==> src/rtl/method_client_02_pkg.sv <==
// Shared state encoding and default sizing for the method_client_02 driver.
package method_client_pkg;
   localparam int W_DEF       = 6;
   localparam int CNT_W_DEF   = 8;
   localparam int TIMEOUT_DEF = 255;

   typedef enum logic [2:0] {
      ST_IDLE,
      ST_START,
      ST_WAIT_RES,
      ST_CHECK,
      ST_DONE
   } mc_state_e;

   function automatic logic is_busy(input mc_state_e st);
      return (st == ST_START) || (st == ST_WAIT_RES) || (st == ST_CHECK);
   endfunction
endpackage

==> src/rtl/method_client_02_if.sv <==
// Method-call bundle between the client (master) and the exercised DUT (slave).
interface method_client_02_if
   import method_client_pkg::*;
#(
   parameter int W = W_DEF
);
   logic         EN_start;
   logic         EN_check;
   logic [W-1:0] variable_a;
   logic [W-1:0] variable_b;
   logic [W-1:0] variable_c;
   logic [W-1:0] variable_d;
   logic         RDY_start;
   logic         RDY_result;
   logic         RDY_check;
   logic [W-1:0] result;
   logic         check;

   modport master (
      output EN_start, EN_check, variable_a, variable_b, variable_c, variable_d,
      input  RDY_start, RDY_result, RDY_check, result, check
   );

   modport slave (
      input  EN_start, EN_check, variable_a, variable_b, variable_c, variable_d,
      output RDY_start, RDY_result, RDY_check, result, check
   );
endinterface

==> src/rtl/method_client_02_wait_timer.sv <==
// Counts cycles spent waiting on a DUT ready; flags expiry on the TIMEOUT-th wait cycle.
module mc_wait_timer
   import method_client_pkg::*;
#(
   parameter int TIMEOUT = TIMEOUT_DEF
) (
   input  logic clk_i,
   input  logic rst_ni,
   input  logic clear_i,
   input  logic inc_i,
   output logic expired_o
);
   localparam int TW = (TIMEOUT < 2) ? 1 : $clog2(TIMEOUT + 1);

   logic [TW-1:0] cnt_q;
   logic [TW-1:0] cnt_inc;

   assign cnt_inc   = cnt_q + TW'(1);
   assign expired_o = inc_i && (cnt_inc >= TW'(TIMEOUT));

   always_ff @(posedge clk_i or negedge rst_ni) begin
      if (!rst_ni) begin
         cnt_q <= '0;
      end else if (clear_i) begin
         cnt_q <= '0;
      end else if (inc_i) begin
         cnt_q <= cnt_inc;
      end
   end
endmodule

==> src/rtl/method_client_02.sv <==
// Test-driver client: issues start/result/check method calls to a DUT for a
// programmed number of transactions and tallies pass/fail results.
module method_client_02
   import method_client_pkg::*;
#(
   parameter int W       = W_DEF,
   parameter int CNT_W   = CNT_W_DEF,
   parameter int TIMEOUT = TIMEOUT_DEF
) (
   input  logic             CLK,
   input  logic             RST_N,
   input  logic             EN_go,
   input  logic [CNT_W-1:0] go_count,
   input  logic [W-1:0]     go_seed,
   output logic             RDY_go,
   output logic             busy,
   output logic             done,
   output logic             timeout,
   output logic [CNT_W-1:0] pass_count,
   output logic [CNT_W-1:0] fail_count,
   output logic [W-1:0]     last_result,
   method_client_02_if.master mif
);
   mc_state_e        state_q, state_d;
   logic [CNT_W-1:0] count_q, count_d;
   logic [W-1:0]     seed_q, seed_d;
   logic [CNT_W-1:0] i_q, i_d;
   logic [CNT_W-1:0] pass_q, pass_d;
   logic [CNT_W-1:0] fail_q, fail_d;
   logic [W-1:0]     last_q, last_d;
   logic             timeout_q, timeout_d;

   logic [W-1:0]     a_w, b_w, sum_w;
   logic [CNT_W-1:0] i_inc;
   logic             progress, waiting, expired;

   assign a_w   = W'(i_q);
   assign b_w   = seed_q ^ a_w;
   assign sum_w = a_w + b_w;
   assign i_inc = i_q + CNT_W'(1);

   // Any method firing counts as progress; otherwise a busy cycle is a wait cycle.
   assign progress = ((state_q == ST_START)    && mif.RDY_start)  ||
                     ((state_q == ST_WAIT_RES) && mif.RDY_result) ||
                     ((state_q == ST_CHECK)    && mif.RDY_check);
   assign waiting  = is_busy(state_q) && !progress;

   mc_wait_timer #(
      .TIMEOUT(TIMEOUT)
   ) u_wait_timer (
      .clk_i    (CLK),
      .rst_ni   (RST_N),
      .clear_i  (state_d != state_q),
      .inc_i    (waiting),
      .expired_o(expired)
   );

   always_comb begin
      state_d        = state_q;
      count_d        = count_q;
      seed_d         = seed_q;
      i_d            = i_q;
      pass_d         = pass_q;
      fail_d         = fail_q;
      last_d         = last_q;
      timeout_d      = timeout_q;
      mif.EN_start   = 1'b0;
      mif.EN_check   = 1'b0;
      mif.variable_a = '0;
      mif.variable_b = '0;
      mif.variable_c = '0;
      mif.variable_d = '0;

      unique case (state_q)
         ST_IDLE, ST_DONE: begin
            if (EN_go) begin
               count_d   = go_count;
               seed_d    = go_seed;
               i_d       = '0;
               pass_d    = '0;
               fail_d    = '0;
               timeout_d = 1'b0;
               state_d   = (go_count == '0) ? ST_DONE : ST_START;
            end
         end
         ST_START: begin
            mif.variable_a = a_w;
            mif.variable_b = b_w;
            mif.EN_start   = mif.RDY_start;
            if (mif.RDY_start) begin
               state_d = ST_WAIT_RES;
            end else if (expired) begin
               timeout_d = 1'b1;
               state_d   = ST_DONE;
            end
         end
         ST_WAIT_RES: begin
            mif.variable_c = sum_w;
            if (mif.RDY_result) begin
               last_d  = mif.result;
               state_d = ST_CHECK;
            end else if (expired) begin
               timeout_d = 1'b1;
               state_d   = ST_DONE;
            end
         end
         ST_CHECK: begin
            mif.variable_d = last_q;
            mif.EN_check   = mif.RDY_check;
            if (mif.RDY_check) begin
               // Tallies stick at all-ones rather than wrapping.
               if (mif.check) begin
                  pass_d = (&pass_q) ? pass_q : pass_q + CNT_W'(1);
               end else begin
                  fail_d = (&fail_q) ? fail_q : fail_q + CNT_W'(1);
               end
               i_d     = i_inc;
               state_d = (i_inc < count_q) ? ST_START : ST_DONE;
            end else if (expired) begin
               timeout_d = 1'b1;
               state_d   = ST_DONE;
            end
         end
         default: state_d = ST_IDLE;
      endcase
   end

   always_ff @(posedge CLK or negedge RST_N) begin
      if (!RST_N) begin
         state_q   <= ST_IDLE;
         count_q   <= '0;
         seed_q    <= '0;
         i_q       <= '0;
         pass_q    <= '0;
         fail_q    <= '0;
         last_q    <= '0;
         timeout_q <= 1'b0;
      end else begin
         state_q   <= state_d;
         count_q   <= count_d;
         seed_q    <= seed_d;
         i_q       <= i_d;
         pass_q    <= pass_d;
         fail_q    <= fail_d;
         last_q    <= last_d;
         timeout_q <= timeout_d;
      end
   end

   assign RDY_go      = (state_q == ST_IDLE) || (state_q == ST_DONE);
   assign busy        = is_busy(state_q);
   assign done        = (state_q == ST_DONE);
   assign timeout     = timeout_q;
   assign pass_count  = pass_q;
   assign fail_count  = fail_q;
   assign last_result = last_q;
endmodule
==> src/flat_wrapper.sv <==
// flat-port wrapper written by rule: the top's interface ports become plain ports
module method_client_02_flat import method_client_pkg::*;
#(
   parameter int W       = W_DEF,
   parameter int CNT_W   = CNT_W_DEF,
   parameter int TIMEOUT = TIMEOUT_DEF
)
  (CLK, RST_N, EN_go, go_count, go_seed, RDY_go, busy, done, timeout, pass_count, fail_count, last_result, mif_EN_start, mif_EN_check, mif_variable_a, mif_variable_b, mif_variable_c, mif_variable_d, mif_RDY_start, mif_RDY_result, mif_RDY_check, mif_result, mif_check);
  method_client_02_if #(.W(W)) mif_i ();
  input  logic CLK;
  input  logic RST_N;
  input  logic EN_go;
  input  logic [CNT_W-1:0] go_count;
  input  logic [W-1:0] go_seed;
  output logic RDY_go;
  output logic busy;
  output logic done;
  output logic timeout;
  output logic [CNT_W-1:0] pass_count;
  output logic [CNT_W-1:0] fail_count;
  output logic [W-1:0] last_result;
  output wire logic [$bits(mif_i.EN_start)-1:0] mif_EN_start;
  output wire logic [$bits(mif_i.EN_check)-1:0] mif_EN_check;
  output wire logic [$bits(mif_i.variable_a)-1:0] mif_variable_a;
  output wire logic [$bits(mif_i.variable_b)-1:0] mif_variable_b;
  output wire logic [$bits(mif_i.variable_c)-1:0] mif_variable_c;
  output wire logic [$bits(mif_i.variable_d)-1:0] mif_variable_d;
  input wire logic [$bits(mif_i.RDY_start)-1:0] mif_RDY_start;
  input wire logic [$bits(mif_i.RDY_result)-1:0] mif_RDY_result;
  input wire logic [$bits(mif_i.RDY_check)-1:0] mif_RDY_check;
  input wire logic [$bits(mif_i.result)-1:0] mif_result;
  input wire logic [$bits(mif_i.check)-1:0] mif_check;
  assign mif_EN_start = mif_i.EN_start;
  assign mif_EN_check = mif_i.EN_check;
  assign mif_variable_a = mif_i.variable_a;
  assign mif_variable_b = mif_i.variable_b;
  assign mif_variable_c = mif_i.variable_c;
  assign mif_variable_d = mif_i.variable_d;
  assign mif_i.RDY_start = mif_RDY_start;
  assign mif_i.RDY_result = mif_RDY_result;
  assign mif_i.RDY_check = mif_RDY_check;
  assign mif_i.result = mif_result;
  assign mif_i.check = mif_check;
  method_client_02 #(.W(W), .CNT_W(CNT_W), .TIMEOUT(TIMEOUT)) u_core (.CLK(CLK), .RST_N(RST_N), .EN_go(EN_go), .go_count(go_count), .go_seed(go_seed), .RDY_go(RDY_go), .busy(busy), .done(done), .timeout(timeout), .pass_count(pass_count), .fail_count(fail_count), .last_result(last_result), .mif(mif_i));
endmodule
==> config.mk <==
export PLATFORM = sky130hd
export DESIGN_NAME = method_client_02_flat
export DESIGN_NICKNAME = d
export VERILOG_FILES = /design/src/rtl/method_client_02_pkg.sv /design/src/rtl/method_client_02_if.sv /design/src/rtl/method_client_02_wait_timer.sv /design/src/rtl/method_client_02.sv /design/src/flat_wrapper.sv
export SDC_FILE = /design/constraint.sdc
export NUM_CORES = 1
export LEC_CHECK = 0
export ABC_AREA = 1
export BUFFER_PORTS_ARGS = -buffer_cell sky130_fd_sc_hd__buf_2
export CAP_MARGIN = 10
export CORE_UTILIZATION = 25
export DETAILED_ROUTE_END_ITERATION = 7
export PLACE_DENSITY = 0.54
export SLEW_MARGIN = 20
export SYNTH_ARGS = -nofsm -noshare
export SYNTH_HDL_FRONTEND = slang
export SYNTH_SLANG_ARGS = --single-unit
==> constraint.sdc <==
create_clock -name CLK -period 3 [get_ports CLK]
set_input_delay 0.9 -clock CLK [delete_from_list [all_inputs] [get_ports CLK]]
set_output_delay 0.9 -clock CLK [all_outputs]
set_load 0.02 [all_outputs]
==> metrics.yaml, run 1 <==
floorplanning:
  ios: 79
  core_area_mm2: 0.0134
  initial_core_util: 0.258
  die_y_um: 120
  die_area_mm2: 0.0143
  die_x_um: 120
  row_count: 42
place:
  place_hpwl_um: 7100
  dp_cells: 714
  routabilityCongestion: 0.824
  portBuffers: 78
logic_synthesis:
  synth_area_leader_cell: "dfrtp_1"
  ys_seq_area_frac: 0.405
  synthCells: 464
  synth_top_area_frac: 0.405
  synthTopCellsByArea: "dfrtp_1 (40%), nand2_1 (10%), inv_1 (8.7%)"
  synth_seq_cells: 56
  synthTopCellsByCount: "nand2_1 (93), inv_1 (80), dfrtp_1 (56)"
  synth_edf_count: 0
  synth.most_common_cell: "nand2_1"
  async_flop_share: 1.00
  ys_types: 33
  syn_nets: 507
  ys_warn_count: 0
  synth_flop_cell: "dfrtp_1"
  syn_avg_cell_area_um2: 7.46
  syn_area_mm2: 0.00346
sta:
  worstMarginPinSlew_ns: 0.473
  rsz0062_at_grt: "true"
  finalSetupTns_ns: 0
  maxSlewViolCount: 0
  layout_min_cycle_time_ns: 2.93
  clock_skew_ns: 0.00568
  hold_viol: 0
  finalCritPeriodShare: 0.976
  setup_violations: 0
  max-slew-margin-rel: 0.684
  clock.fmax_mhz: 342
global_route:
  grt_max_degree: 27
  grt_pass1_wl_um: 14600
  grt.total_usage: 0.128
  grt_overflow: 0
  grt_pass1_vias: 3058
  antenna_found_initial: 0
routing:
  vias: 3181
  post_drt_via_cell_ratio: 4.38
  dr.first_iter.drc_count: 211
  ant_nets: 0
  dr.pass1.iters: 5
  wl_um: 9040
  drc: 0
  wl_per_cell_um: 12.5
cts:
  clkLatencyLatePin_ns: 0.29
  hold_buffers: 0
  cts_buffers: 5
  clock_path_buffers: 2
  htreeDepth: 2
  clkTransAtPathRegs_ns: 0.06
  clock-sinks: 56
  cts_tree: "done"
  cts_root_buf: "clkbuf_16"
setup_path:
  end_kind: "primary output"
  worst-path-max-fanout: 3
  path_class: "reg -> out"
  required_ns: 2.10
  arrival_ns: 2.03
  start_kind: "flip-flop"
pwr:
  ir_worst_vdd_mv: 0.209
  power_density_mw_per_mm2: 840
  power.leakage_nw: 2.29
layout:
  nFillCells: 1446
  final_core_utilization: 0.322
  final_cells: 726
  nNetsFinal: 594
  ff_latch_area_mm2: 0.00140
  multiInputGateArea_mm2: 0.00178
  drive_above_1_share: 0.257
  syn_to_final_growth_pct: 24.8
run:
  cap_violations: 0
worst_hold_path:
  hp-class: "reg -> reg"
outcome:
  status: "complete, no violations"
## flip-flops by register name, indices dropped and copies added, names as in the netlist
register                   flops
u_core.count_q                 8
u_core.state_q                 3
u_core.last_result             6
u_core.u_wait_timer.cnt_q      8
u_core.seed_q                  6
u_core.pass_count              8
u_core.timeout                 1
u_core.fail_count              8
u_core.i_q                     8
## cells by family after synthesis
family          count (synthesis)  share of synthesized area
flops                          56                      0.405
fa+ha+maj                      16                     0.0578
buf+inv                        93                      0.103
compound gates                 74                      0.115
xor+xnor                       12                     0.0304
simple gates                  213                      0.289
## placed cells by master (no fill, tap or decap), types with 3 or more instances in the layout
cell type  instances
o21a_1             3
inv_1             79
ha_1              14
nor2_2            16
nor3_2             3
xor2_1            10
buf_4             12
inv_2              4
clkbuf_16          5
nand3_2            3
dfrtp_1           54
buf_2             77
a21oi_1           23
nand2_2            8
nand3_1           20
o21ai_0           40
nor3_1             6
nand4_1            8
nand2_1           92
nor2_1            49
## routing by layer
layer	share of wire	vias up	global-route usage
met3	0.036	4	0.0204
met2	0.48	67	0.216
met4	0.0075	0	0.0359
li1	-	1636	-
met5	0	-	0
met1	0.48	1474	0.168
## path summary, 6_finish.rpt
check	from	to	slack [ns]	cells past startpoint
max in group asynchronous	RST_N	u_core.seed_q[1]$_DFFE_PN0P_	1.84	2
setup / recovery	u_core.i_q[1]$_DFFE_PN0P_	mif_variable_c[5]	0.07	10
hold / removal	u_core.count_q[1]$_DFFE_PN0P_	u_core.count_q[1]$_DFFE_PN0P_	0.48	2
setup reg to reg	u_core.i_q[1]$_DFFE_PN0P_	u_core.u_wait_timer.cnt_q[1]$_DFFE_PN0P_	0.31	17
min in group asynchronous	RST_N	u_core.fail_count[0]$_DFFE_PN0P_	0.50	1
hold reg to reg	u_core.count_q[1]$_DFFE_PN0P_	u_core.count_q[1]$_DFFE_PN0P_	0.48	2
## final cells by class
type	count	area share
Timing Repair Buffer	89	0.110
Clock buffer	5	0.0290
Multi-Input combinational cell	315	0.411
Sequential cell	56	0.325
Antenna cell	1	0.000579
Tap cell	176	0.0510
Inverter	84	0.0730
## where the power goes
| part | total, W | switching, W | internal [W] |
|---|---|---|---|
| clock | 0.000549 | 0.000253 | 0.000296 |
| sequential | 0.00112 | 0.000165 | 0.000954 |
| combinational | 0.00196 | 0.00130 | 0.000655 |
| total | 0.00363 | 0.00172 | 0.00191 |
## metrics by stage
step                hold slack [ns]  worst slack [ns]  instance area [µm²]  power [W]
finish                        0.483            0.0722                 4320    0.00363
detailed placement            0.477             0.219                 4070    0.00298
CTS                           0.492            0.0180                 4210    0.00356
floorplan                     0.453             0.227                 3460    0.00245
global route                  0.523           -0.0725                 4320    0.00393
global placement              0.464             0.282                 4070    0.00294
## worst max-delay path, cell delays in order, from the launching register on
cell,delay [ns]
dfrtp_1,0.42
ha_4,0.29
xor2_1,0.16
inv_1,0.08
nand2_2,0.09
o221ai_4,0.12
nand2_1,0.07
nand3_1,0.08
and3_1,0.17
nor3_2,0.10
buf_4,0.16
## repair_timing
item / 4_1_cts / 5_1_grt
endpoints found under the setup margin: 1 / 10
gates resized for setup: 1 / 13
buffers inserted: 1 / 5
pin swaps: 0 / 5
(Power assumes the default switching activity.)
==> run 2, diff against run 1 <==
--- a/config.mk
+++ b/config.mk
@@ -8,6 +8,7 @@
 export ABC_AREA = 1
 export BUFFER_PORTS_ARGS = -buffer_cell sky130_fd_sc_hd__buf_2
 export CAP_MARGIN = 10
+export CORE_ASPECT_RATIO = 1.25
 export CORE_UTILIZATION = 25
 export DETAILED_ROUTE_END_ITERATION = 7
 export PLACE_DENSITY = 0.54
@@ -15,3 +16,4 @@
 export SYNTH_ARGS = -nofsm -noshare
 export SYNTH_HDL_FRONTEND = slang
 export SYNTH_SLANG_ARGS = --single-unit
+export TNS_END_PERCENT = 20
==> run 2 against run 1 <==
Setup slack got worse by 0.015 ns. Die area about the same. Sequential power about the same. Count of clock-buffer cells in the layout increased by 1. Wire length decreased by 0.23%. Power increased by 0.99%. Clock skew increased by 0.0079 ns. Critical path depth unchanged. Fmax decreased by 0.51%.
==> metrics.yaml, run 2 (synthesis gave the netlist of run 1 again) <==
routing:
  drc: 0  # unchanged
  wl_um: 9020  # -0.23%
  dr.pass1.iters: 4  # -1
  post_drt_via_cell_ratio: 4.38  # -0.11%
  ant_nets: 0  # unchanged
  dr.first_iter.drc_count: 130  # -38%
  vias: 3147  # -1.1%
  wl_per_cell_um: 12.5  # +0.74%
place:
  routabilityCongestion: 0.838  # +1.7%
  place_hpwl_um: 7050  # -0.64%
  place_ws_ns: 0.181  # -0.0384 ns
  dp_cells: 709  # -0.70%
  portBuffers: 78  # unchanged
sta:
  clock_skew_ns: 0.0136  # +0.00791 ns
  layout_min_cycle_time_ns: 2.94  # +0.0150 ns
  setup_ws_ns: 0.0572  # -0.0150 ns
  finalCritPeriodShare: 0.981  # +0.00499
  setup_violations: 0  # unchanged
  maxSlewViolCount: 0  # unchanged
  worstMarginPinSlew_ns: 0.687  # +0.214 ns
  hold_viol: 0  # unchanged
  hold_slack_ns: 0.489  # +0.00505 ns
  max-slew-margin-rel: 0.542  # -0.142
  rsz0062_at_grt: "true"
  clock.fmax_mhz: 340  # -0.51%
layout:
  nFillCells: 1416  # -2.1%
  num_antenna_cells: 0  # -1
  drive_above_1_share: 0.257  # +0.000469
  final_cell_mix: "nand2_1 (92), inv_1 (79), buf_2 (76)"
  mostFrequentLayoutCell: "nand2_1"
  final_cells: 719  # -0.96%
  nNetsFinal: 590  # -0.67%
  syn_to_final_growth_pct: 24.5
pwr:
  finalPower_w: 0.00366  # +0.99%
  power_density_mw_per_mm2: 850  # +1.2%
  power.leakage_nw: 2.29  # +0.23%
  ir_worst_vdd_mv: 0.358  # +71%
cts:
  htreeDepth: 2  # unchanged
  cts_root_buf: "clkbuf_16"
  cts_tree: "done"
  cts_buffers: 5  # unchanged
  clkTransAtPathRegs_ns: 0.08  # +0.02 ns
  clock-sinks: 56  # unchanged
  clkLatencyLatePin_ns: 0.30  # about the same
  clock_path_buffers: 2  # unchanged
  hold_buffers: 0  # unchanged
floorplanning:
  die_x_um: 107  # -10%
  ios: 79  # unchanged
  initial_core_util: 0.259  # +0.000993
  row_count: 47  # +12%
  die_y_um: 134  # +12%
  core_area_mm2: 0.0133  # -0.38%
  die_area_mm2: 0.0143  # about the same
setup_path:
  worst-path-max-fanout: 3  # unchanged
  end_kind: "primary output"
  arrival_ns: 2.04  # about the same
  path_class: "reg -> out"
  start_kind: "flip-flop"
  required_ns: 2.10  # about the same
global_route:
  grt_pass1_vias: 3105  # +1.5%
  grt_overflow: 0  # unchanged
  grt_pass1_wl_um: 14900  # +1.5%
  antenna_found_initial: 0  # unchanged
  grt.total_usage: 0.132  # +0.00375
  grt_max_degree: 31  # +15%
run:
  cap_violations: 0  # unchanged
worst_hold_path:
  hp-class: "reg -> reg"
outcome:
  status: "complete, no violations"
-- run 2: final timing paths --
check                           slack, ns  depth (start not counted)                           from                                       end
max in group asynchronous            1.75                          2                          RST_N                 u_core.i_q[2]$_DFFE_PN0P_
worst min register to register       0.49                          2  u_core.count_q[1]$_DFFE_PN0P_             u_core.count_q[1]$_DFFE_PN0P_
min in group asynchronous            0.64                          1                          RST_N          u_core.fail_count[2]$_DFFE_PN0P_
worst max register to register       0.20                         17      u_core.i_q[1]$_DFFE_PN0P_  u_core.u_wait_timer.cnt_q[6]$_DFFE_PN0P_
worst max-delay path                 0.06                         10      u_core.i_q[1]$_DFFE_PN0P_                         mif_variable_c[5]
worst min-delay path                 0.49                          2  u_core.count_q[1]$_DFFE_PN0P_             u_core.count_q[1]$_DFFE_PN0P_
-- run 2: cell type report --
class / count / area [µm²] / area share
clock inverter: 2 / 16.3 / 0.00377
tap: 171 / 214 / 0.0496
inverter: 84 / 315 / 0.0731
clock buffer: 6 / 129 / 0.0299
multi-input combinational: 315 / 1770 / 0.411
timing repair buffer: 85 / 460 / 0.107
sequential: 56 / 1400 / 0.325
-- run 2: per-stage QoR --
step,TNS [ns],util,instance area [µm²]
global placement,0,0.305,4070
detailed placement,0,0.305,4070
CTS,-0.0218,0.318,4240
finish,0,0.323,4310
global route,-0.0532,0.323,4310
floorplan,0,-,3460
-- run 2: routing by layer --
layer	routed length (µm)	vias to the layer above	GRT usage
met5	0	-	0
met1	3990	1439	0.158
li1	-	1629	-
met2	4500	66	0.233
met4	172	0	0.0426
met3	356	13	0.0254
-- run 2: critical path, cell delays in order, from the launching register on --
cell and delay (ns):
dfrtp_1 0.43, ha_4 0.28, xor2_1 0.15, inv_1 0.08, nand2_2 0.07, o221ai_2 0.11, nand2_1 0.09, nand3_2 0.07
and3_4 0.16, nor3_2 0.12, buf_4 0.16
-- run 2: timing repair --
item | 4_1_cts | 5_1_grt
pin swaps | 0 | 1
endpoints found under the setup margin | 3 | 11
resized for setup | 4 | 12
setup buffers | 1 | 1
-- run 2: power breakdown --
part	leakage (nW)	switching, W	internal [W]
clock network	0.0671	0.000281	0.000312
logic	1.49	0.00131	0.000644
registers	0.730	0.000160	0.000954
==> run 3, diff against run 2 <==
--- a/config.mk
+++ b/config.mk
@@ -5,7 +5,6 @@
 export SDC_FILE = /design/constraint.sdc
 export NUM_CORES = 1
 export LEC_CHECK = 0
-export ABC_AREA = 1
 export BUFFER_PORTS_ARGS = -buffer_cell sky130_fd_sc_hd__buf_2
 export CAP_MARGIN = 10
 export CORE_ASPECT_RATIO = 1.25
==> run 3 against run 2 <==
Count of clock-buffer cells in the layout unchanged. Via count decreased by 7.5%. Non-clock buffer count increased by 7. Setup slack got worse by 0.031 ns. Combinational power decreased by 11%. Synthesized cell count decreased by 21%. Final cell count decreased by 13%. Clock power increased by 4.4%. Register-to-register slack improved by 0.06 ns. Power decreased by 3.8%. Area after synthesis decreased by 1.7%. Sequential share of layout area increased by 0.47 points.
==> metrics.yaml, run 3 <==
logic_synthesis:
  synth_flop_cell: "dfrtp_1"
  syn_nets: 410  # -19%
  synthTopCellsByArea: "dfrtp_1 (41%), ha_1 (5.9%), nand2_1 (4.6%)"
  synth_area_leader_cell: "dfrtp_1"
  syn_area_mm2: 0.00340  # -1.7%
  syn_avg_cell_area_um2: 9.27  # +24%
  async_flop_share: 1.00  # unchanged
  synthCells: 367  # -21%
  ys_warn_count: 0  # unchanged
  ys_types: 54  # +64%
  synth_seq_cells: 56  # unchanged
  synth_edf_count: 0  # unchanged
  ys_seq_area_frac: 0.412  # +0.00699
  synth_top_area_frac: 0.412  # +0.00699
  synth.most_common_cell: "dfrtp_1"
  synthTopCellsByCount: "dfrtp_1 (56), nand2_1 (42), nor2_1 (40)"
routing:
  ant_nets: 0  # unchanged
  post_drt_via_cell_ratio: 4.68  # +7.0%
  vias: 2912  # -7.5%
  dr.first_iter.drc_count: 146  # +12%
  dr.pass1.iters: 4  # unchanged
  wl_um: 8840  # -2.1%
  wl_per_cell_um: 14.2  # +13%
  drc: 0  # unchanged
cts:
  clkLatencyLatePin_ns: 0.30  # about the same
  clock_path_buffers: 2  # unchanged
  hold_buffers: 0  # unchanged
  cts_tree: "done"
  htreeDepth: 2  # unchanged
  clock-sinks: 56  # unchanged
  cts_root_buf: "clkbuf_16"
  cts_buffers: 5  # unchanged
  clkTransAtPathRegs_ns: 0.08  # about the same
layout:
  final_cell_mix: "buf_2 (76), dfrtp_1 (54), nand2_1 (42)"
  mostFrequentLayoutCell: "buf_2"
  nNetsFinal: 493  # -16%
  syn_to_final_growth_pct: 25.0
  nFillCells: 1423  # +0.49%
  drive_above_1_share: 0.288  # +0.0309
  num_antenna_cells: 0  # unchanged
  final_core_utilization: 0.320  # -0.00290
setup_path:
  worst-path-max-fanout: 4  # +1
  arrival_ns: 2.07  # +0.03 ns
  start_kind: "flip-flop"
  end_kind: "primary output"
  required_ns: 2.10  # about the same
  path_class: "reg -> out"
floorplanning:
  initial_core_util: 0.256  # -0.00328
  ios: 79  # unchanged
  die_x_um: 106  # -0.84%
  core_area_mm2: 0.0133  # -0.44%
  row_count: 47  # unchanged
  die_area_mm2: 0.0141  # -1.7%
  die_y_um: 132  # -0.84%
place:
  place_ws_ns: 0.190  # +0.00903 ns
  place_hpwl_um: 6770  # -4.0%
  portBuffers: 78  # unchanged
  routabilityCongestion: 0.867  # +3.5%
global_route:
  grt_pass1_vias: 2907  # -6.4%
  grt_pass1_wl_um: 14400  # -2.8%
  grt_overflow: 0  # unchanged
  grt.total_usage: 0.130  # -0.00190
  grt_max_degree: 31  # unchanged
  antenna_found_initial: 0  # unchanged
outcome:
  status: "complete, no violations"
sta:
  layout_min_cycle_time_ns: 2.97  # +0.0308 ns
  hold_slack_ns: 0.475  # -0.0131 ns
  clock.fmax_mhz: 336  # -1.0%
  worstMarginPinSlew_ns: 0.648  # -0.0394 ns
  hold_viol: 0  # unchanged
  setup_violations: 0  # unchanged
  max-slew-margin-rel: 0.568  # +0.0262
  rsz0062_at_grt: "true"
  finalSetupTns_ns: 0  # unchanged
  setup_ws_ns: 0.0264  # -0.0308 ns
  clock_skew_ns: 0.0102  # -0.00337 ns
  maxSlewViolCount: 0  # unchanged
  finalCritPeriodShare: 0.991  # +0.0103
pwr:
  p_clk_frac: 0.176  # +0.014
  p_int_w: 0.00198  # +3.6%
  power.leakage_nw: 2.12  # -7.6%
  power_density_mw_per_mm2: 829  # -2.5%
  p_switching_w: 0.00155  # -12%
  ir_worst_vdd_mv: 0.430  # +20%
  p_sw_frac: 0.439  # -0.0401
  power_frac_seq: 0.330  # +0.026
  power_frac_comb: 0.494  # -0.040
run:
  cap_violations: 0  # unchanged
worst_hold_path:
  hp-class: "reg -> reg"
-- run 3: cell types whose count changed after synthesis, sizes merged, moves of 5 or more --
cell,change
xnor2,+17
inv,-63
nand3,-8
xor2,+5
o21ai,-18
and3,+16
a21oi,-6
a22o,+5
nor2,-27
nand2,-60
mux2,+8
-- run 3: per-layer routing --
layer / up-vias / global-route usage / wire [µm]
li1: 1440 / - / -
met1: 1402 / 0.151 / 3700
met2: 63 / 0.237 / 4660
met3: 7 / 0.0241 / 362
met4: 0 / 0.0417 / 113
met5: - / 0 / 0
-- run 3: power by group through the flow --
stage / registers [W] / clock network (W) / logic [W]
detailed placement: 0.00118 / 0 / 0.00167
CTS: 0.00116 / 0.000646 / 0.00175
global route: 0.00120 / 0.000670 / 0.00192
floorplan: 0.00117 / 0 / 0.00116
finish: 0.00116 / 0.000620 / 0.00174
global placement: 0.00117 / 0 / 0.00165
-- run 3: repair_timing --
| action | 4_1_cts | 5_1_grt |
|---|---|---|
| endpoints found under the setup margin | 2 | 11 |
| hold endpoints to repair | 0 | 0 |
| buffers inserted | 3 | 0 |
| resized for setup | 9 | 3 |
| pin swaps | 1 | 2 |
-- run 3: per-stage QoR --
stage,power (W),instances,instance area (µm²)
6_report,0.00352,622,4250
5_1_grt,0.00379,622,4250
4_1_cts,0.00356,622,4250
3_5_place_dp,0.00285,611,4020
3_3_place_gp,0.00282,611,4020
2_1_floorplan,0.00232,367,3400
-- run 3: critical path, cell delays in order (launching register included) --
cell and delay, ns:
dfrtp_2 0.45, ha_4 0.27, and2_0 0.17, o211ai_1 0.23, a21oi_1 0.12, o22ai_1 0.15, xor2_1 0.16, nor2_1 0.05
buf_4 0.16
-- run 3: cell families (layout without fill, tap and decap cells) --
family          count (synthesis)  count (layout)  synth area share
mux                            12              12            0.0382
simple gates                  148             148             0.227
fa+ha+maj                      16              16            0.0588
xor+xnor                       34              34            0.0875
compound gates                 65              65             0.132
buf+inv                        36             120            0.0452
flops                          56              56             0.412
-- run 3: path summary, 6_finish.rpt --
kind | start | cells after the start | slack [ns] | end
min in group asynchronous | RST_N | 1 | 0.62 | u_core.seed_q[3]$_DFFE_PN0P_
hold / removal | u_core.timeout$_DFFE_PN0P_ | 2 | 0.48 | u_core.timeout$_DFFE_PN0P_
setup / recovery | u_core.i_q[2]$_DFFE_PN0P_ | 8 | 0.03 | mif_variable_c[5]
hold reg to reg | u_core.timeout$_DFFE_PN0P_ | 2 | 0.48 | u_core.timeout$_DFFE_PN0P_
max in group asynchronous | RST_N | 2 | 1.78 | u_core.u_wait_timer.cnt_q[2]$_DFFE_PN0P_
setup reg to reg | u_core.i_q[3]$_DFFE_PN0P_ | 10 | 0.26 | u_core.u_wait_timer.cnt_q[0]$_DFFE_PN0P_
-- run 3: layout make-up --
cell class,count,area [µm²],area share
Clock inverter,2,13.8,0.00324
Timing Repair Buffer,92,513,0.121
Clock buffer,6,139,0.0326
Sequential cell,56,1400,0.330
Multi-Input combinational cell,275,1900,0.446
Inverter,20,75.1,0.0176
Tap cell,171,214,0.0503
